[src/rtl/fpcvt_sched.sv]
// Round-robin scheduler that shares one 12-bit to 8-bit floating-point converter
// among NREQ valid/ready requesters through a two-stage stallable pipeline.
module fpcvt_sched #(
   parameter int NREQ = 4,
   parameter int IDW  = 2
) (
   input  logic                 clk,
   input  logic                 rst,
   input  logic [NREQ-1:0]      req_valid,
   input  logic [12*NREQ-1:0]   req_data,
   output logic [NREQ-1:0]      req_ready,
   output logic                 out_valid,
   output logic [7:0]           out_data,
   output logic [IDW-1:0]       out_id,
   input  logic                 out_ready
);

   // Converter: sign/magnitude, 4-bit significand scaled by 2^exp, round half up.
   function automatic logic [7:0] main(input logic [11:0] smp);
      logic [11:0] mag;
      logic [3:0]  lz;
      logic [3:0]  e;
      logic [4:0]  s;
      logic [7:0]  cvt;
      if (smp == 12'h800)
         mag = 12'h7FF;
      else if (smp[11])
         mag = -smp;
      else
         mag = smp;
      lz = 4'd12;
      for (int b = 0; b < 12; b++)
         if (mag[b]) lz = 4'(11 - b);
      if (lz >= 4'd8) begin
         e = 4'd0;
         s = {1'b0, mag[3:0]};
      end else begin
         e = 4'd8 - lz;
         s = {1'b0, 4'(mag >> e)} + {4'b0000, mag[e - 4'd1]};
         if (s[4]) begin
            s = 5'b01000;
            e = e + 4'd1;
         end
      end
      if (e > 4'd7)
         cvt = {smp[11], 7'b111_1111};
      else
         cvt = {smp[11], e[2:0], s[3:0]};
      return cvt;
   endfunction

   logic [11:0]    req_smp [NREQ];
   logic           s1_v_q;
   logic [11:0]    s1_smp_q;
   logic [IDW-1:0] s1_id_q;
   logic           out_valid_q;
   logic [7:0]     out_data_q;
   logic [IDW-1:0] out_id_q;
   logic [IDW-1:0] ptr_q;
   logic [IDW-1:0] ptr_d;
   logic [IDW-1:0] gnt_id;
   logic           gnt_any;
   logic           s2_adv;
   logic           s1_adv;

   for (genvar gi = 0; gi < NREQ; gi++) begin : g_req
      assign req_smp[gi]   = req_data[12*gi +: 12];
      assign req_ready[gi] = gnt_any && (gnt_id == IDW'(gi)) && s1_adv && !rst;
   end

   assign s2_adv = !out_valid_q || out_ready;
   assign s1_adv = !s1_v_q || s2_adv;

   // Smallest distance above the pointer (with wrap) wins the grant.
   always_comb begin
      int off;
      int best;
      off     = 0;
      best    = NREQ;
      gnt_any = 1'b0;
      gnt_id  = '0;
      for (int i = 0; i < NREQ; i++) begin
         off = i - int'(ptr_q);
         if (off < 0) off = off + NREQ;
         if (req_valid[i] && off < best) begin
            best    = off;
            gnt_any = 1'b1;
            gnt_id  = IDW'(i);
         end
      end
   end

   assign ptr_d = (gnt_id == IDW'(NREQ - 1)) ? '0 : gnt_id + IDW'(1);

   always_ff @(posedge clk) begin
      if (rst) begin
         s1_v_q      <= 1'b0;
         s1_smp_q    <= '0;
         s1_id_q     <= '0;
         out_valid_q <= 1'b0;
         out_data_q  <= '0;
         out_id_q    <= '0;
         ptr_q       <= '0;
      end else begin
         if (s2_adv) begin
            out_valid_q <= s1_v_q;
            if (s1_v_q) begin
               out_data_q <= main(s1_smp_q);
               out_id_q   <= s1_id_q;
            end
         end
         if (s1_adv) begin
            s1_v_q <= gnt_any;
            if (gnt_any) begin
               s1_smp_q <= req_smp[gnt_id];
               s1_id_q  <= gnt_id;
               ptr_q    <= ptr_d;
            end
         end
      end
   end

   assign out_valid = out_valid_q;
   assign out_data  = out_data_q;
   assign out_id    = out_id_q;

endmodule

[config.mk]
export PLATFORM = sky130hd
export DESIGN_NAME = fpcvt_sched
export DESIGN_NICKNAME = d
export VERILOG_FILES = /design/src/rtl/fpcvt_sched.sv
export SDC_FILE = /design/constraint.sdc
export NUM_CORES = 1
export LEC_CHECK = 0
export CAP_MARGIN = 5
export CELL_PAD_IN_SITES_DETAIL_PLACEMENT = 1
export CELL_PAD_IN_SITES_GLOBAL_PLACEMENT = 2
export CORE_MARGIN = 3
export CORE_UTILIZATION = 28
export CTS_BUF_LIST = sky130_fd_sc_hd__clkbuf_8 sky130_fd_sc_hd__clkbuf_16
export DETAILED_ROUTE_END_ITERATION = 8
export PLACE_DENSITY_LB_ADDON = 0.1
export SYNTH_ARGS = -nofsm -noshare
export SYNTH_HDL_FRONTEND = slang
export SYNTH_SLANG_ARGS = --single-unit
[constraint.sdc]
create_clock -name clk -period 6.1 [get_ports clk]
set_clock_uncertainty 0.1 [all_clocks]
set_input_delay 0.915 -clock clk [delete_from_list [all_inputs] [get_ports clk]]
set_output_delay 0.915 -clock clk [all_outputs]
set_load 0.1 [all_outputs]
==> metrics.yaml, run 1 <==
layout_min_cycle_time_ps: 5560
dpl_worst_slack_ps: 274
total_clock_buffers_created_by_cts: 3
grt-ovfl-total: 0
place_area_um2: 3930
routed-via-count: 3291
yosysWarnings: 0
synthCells: 424
ys.flop_type: "dfxtp_1"
firstDrtPassIters: 4
finalNonFillerCells: 617
grt_usage_pct: 16.5
detailedRoute.firstIterationViolations: 111
die_width_um: 110
tritoncts: "done"
postSynth.asyncResetShare_pct: 0
mappedNetlistArea_um2: 3050
maxCapViolCount: 0
clock_latency_reported_for_the_late_side_of_the_worst_skew_pair_ps: 290
timing.max_slew.rel_slack_pct: 34.0
synth_top_area_share_pct: 18.4
drc: 0
grt_setup_unrepaired: "false"
place_inst: 613
yosysSeqAreaShare_pct: 18.4
setup.worst_path.end_class: "flip-flop"
power_density_nw_per_um2: 611
antenna_found_initial: 0
crit_arrival_ps: 5710
wire_length_of_the_first_global_routing_pass_mm: 16.5
chipHeight_um: 110
cp_max_fo: 10
static-leakage-power_uw: 0.00157
clock_tree.buffer_depth: 2
final.setup.worst_slack_ps: 535
flow.area_growth_from_synthesis_pct: 31.9
setup_tns_ps: 0
buffer_ports.inserted: 69
gp_congestion: 0.833
criticalPathCategory: "reg -> reg"
yosysUniqueCellTypes: 64
cts.reportedPaths.clkPinSlew_ps: 110
number_of_enable_type_register_cells_in_the_synthesized_netlist: 0
placementRows: 37
floorplan.die_area_um2: 12200
htree_levels: 1
ir_worst_vdd_v: 0.000245
worst-slew-pin-transition_ps: 987
ioPinCount: 70
numClockSinks: 28
place.detailed.hpwl_mm: 7.96
wirelength_mm: 9.73
final_nets: 548
setup.worst_path.start_class: "flip-flop"
post_cts_setup_repair_bufs: 0
netlist_top_cells_area: "dfxtp_1 18%, mux2i_1 11%, nor2_1 6.7%"
post-synth-top-area-cell: "dfxtp_1"
worstHoldPathType: "reg -> reg"
synth_nets: 490
finish.instance_area_um2: 4020
avgViaCountPerCell: 5.33
ratio_of_cells_with_drive_above_1_in_the_final_layout_pct: 8.73
cp.required_ps: 6240
setup_viol: 0
grt_max_degree: 33
hold_violation_count_in_the_final_report: 0
outcome: "finished, final reports clean"
finish.utilization_pct: 38.4
number_of_global_route_vias_before_repair: 3352
fmax_mhz: 180
antenna_cells: 0
cts_root_buffer: "clkbuf_8"
per_cell_routed_wire_length_um: 15.8
core_region_area_um2: 10500
detail-route-antenna-nets: 0
report.final.slew_viol_count: 0
yosys_register_bits: 28
postSynthAreaPerCell_um2: 7.19
initial_utilization_pct: 29.1
period_share_pct: 91.2
## cells by family (layout without fill, tap and decap cells)
| kind of cell | after synthesis | in the layout | share of synthesized area, % |
|---|---|---|---|
| muxes | 35 | 35 | 11.5 |
| adders and majority gates | 11 | 11 | 4.52 |
| and+or+nand+nor | 175 | 175 | 29.6 |
| xor gates and xnor gates | 10 | 10 | 2.87 |
| AOI/OAI and AO/OA | 123 | 123 | 27.4 |
| DFF | 28 | 28 | 18.4 |
| buffers and inverters | 42 | 99 | 5.62 |
## worst max-delay path: stages (launching register included)
cell	delay (ps)
dfxtp_1	410
inv_1	90
ha_1	360
or3b_2	510
or4_1	430
and3_1	300
or2_1	280
o211ai_2	210
and2_1	190
ha_2	300
inv_1	150
o21ai_0	110
a2bb2oi_1	280
a211oi_1	110
a21o_1	170
o22ai_1	130
ha_1	190
ha_1	230
inv_1	80
or3b_4	430
or3_1	360
nand3_1	90
## final timing paths
check	slack [ps]	from	cells past startpoint	to
setup / recovery	540	s1_smp_q[0]	21	out_data[5]
hold / removal	410	s1_id_q[1]	2	out_id[1]
setup reg to reg	540	s1_smp_q[0]	21	out_data[5]
hold reg to reg	410	s1_id_q[1]	2	out_id[1]
## synthesized netlist by cell type (3+ instances only)
cell,instances
a31oi_1,6
xnor2_1,6
o21a_1,3
xor2_1,4
nor3b_1,3
a21oi_1,18
o31ai_1,3
or2_2,4
o211ai_1,5
nand2_1,35
or4_1,4
and3_1,3
nor3_1,15
o2bb2ai_1,3
nor2_1,54
or3_1,6
nand2b_1,3
o31a_1,3
nor4b_1,4
clkbuf_1,22
o21ai_0,32
nor2b_1,10
a211oi_1,25
inv_1,13
buf_1,3
dfxtp_1,28
ha_1,11
nor4_1,4
and2_1,7
mux2i_1,34
a2bb2oi_1,3
nand3_1,8
## what timing repair did
item	in CTS	in global routing
gates resized for setup	0	3
hold buffers	0	0
endpoints found under the setup margin	0	7
## per-stage QoR
| step | total power (µW) | hold slack (ps) |
|---|---|---|
| detailed placement | 2280 | 393 |
| CTS | 2450 | 416 |
| finish | 2460 | 412 |
| global route | 2710 | 457 |
| floorplan | 1790 | 359 |
| global placement | 2280 | 381 |
## state kept, by name (all words and copies together), names as in the netlist
signal     cells
s1_smp_q      12
out_data       8
out_id         2
ptr_q          2
s1_id_q        2
out_valid      1
s1_v_q         1
## report_power, final
group | internal (µW) | switching [µW] | total (µW)
clock | 88.1 | 64.8 | 153
sequential | 236 | 69.5 | 306
combinational | 779 | 1220 | 2000
## metal layers
| metal | share of wire [%] | global-route usage, % | vias to the layer above |
|---|---|---|---|
| li1 | - | - | 1681 |
| met1 | 48 | 22.1 | 1516 |
| met2 | 45 | 27.2 | 80 |
| met3 | 5.5 | 2.80 | 14 |
| met4 | 1.9 | 4.93 | 0 |
| met5 | 0 | 0 | - |
## layout make-up
type | instances | area [µm²]
Clock buffer | 3 | 41.3
Clock inverter | 1 | 30.0
Fill cell | 1333 | 6440
Inverter | 13 | 48.8
Multi-Input combinational cell | 354 | 2340
Sequential cell | 28 | 561
Tap cell | 136 | 170
Timing Repair Buffer | 82 | 828
## cell usage in the layout (no fill, tap or decap), types with 4 or more instances in the layout
| cell type | count |
|---|---|
| a21oi_1 | 17 |
| nor2_1 | 54 |
| or4_1 | 4 |
| nor2b_1 | 10 |
| xor2_1 | 4 |
| buf_12 | 4 |
| dfxtp_1 | 28 |
| clkdlybuf4s50_1 | 65 |
| o21ai_0 | 32 |
| xnor2_1 | 5 |
| nor4_1 | 4 |
| a211oi_1 | 25 |
| mux2i_1 | 34 |
| or3_1 | 6 |
| and2_1 | 7 |
| nand2_1 | 35 |
| ha_1 | 10 |
| nor4b_1 | 4 |
| nand3_1 | 8 |
| buf_4 | 13 |
| inv_1 | 13 |
| o211ai_1 | 5 |
| or2_2 | 4 |
| a31oi_1 | 6 |
| nor3_1 | 15 |
(Power assumes the default switching activity.)
==> run 2: changes to the inputs <==
--- a/config.mk
+++ b/config.mk
@@ -16,3 +16,4 @@
 export SYNTH_ARGS = -nofsm -noshare
 export SYNTH_HDL_FRONTEND = slang
 export SYNTH_SLANG_ARGS = --single-unit
+export TNS_END_PERCENT = 1
==> results of run 2 <==
No change in the layout: final DEF, timing and power equal those of run 1.
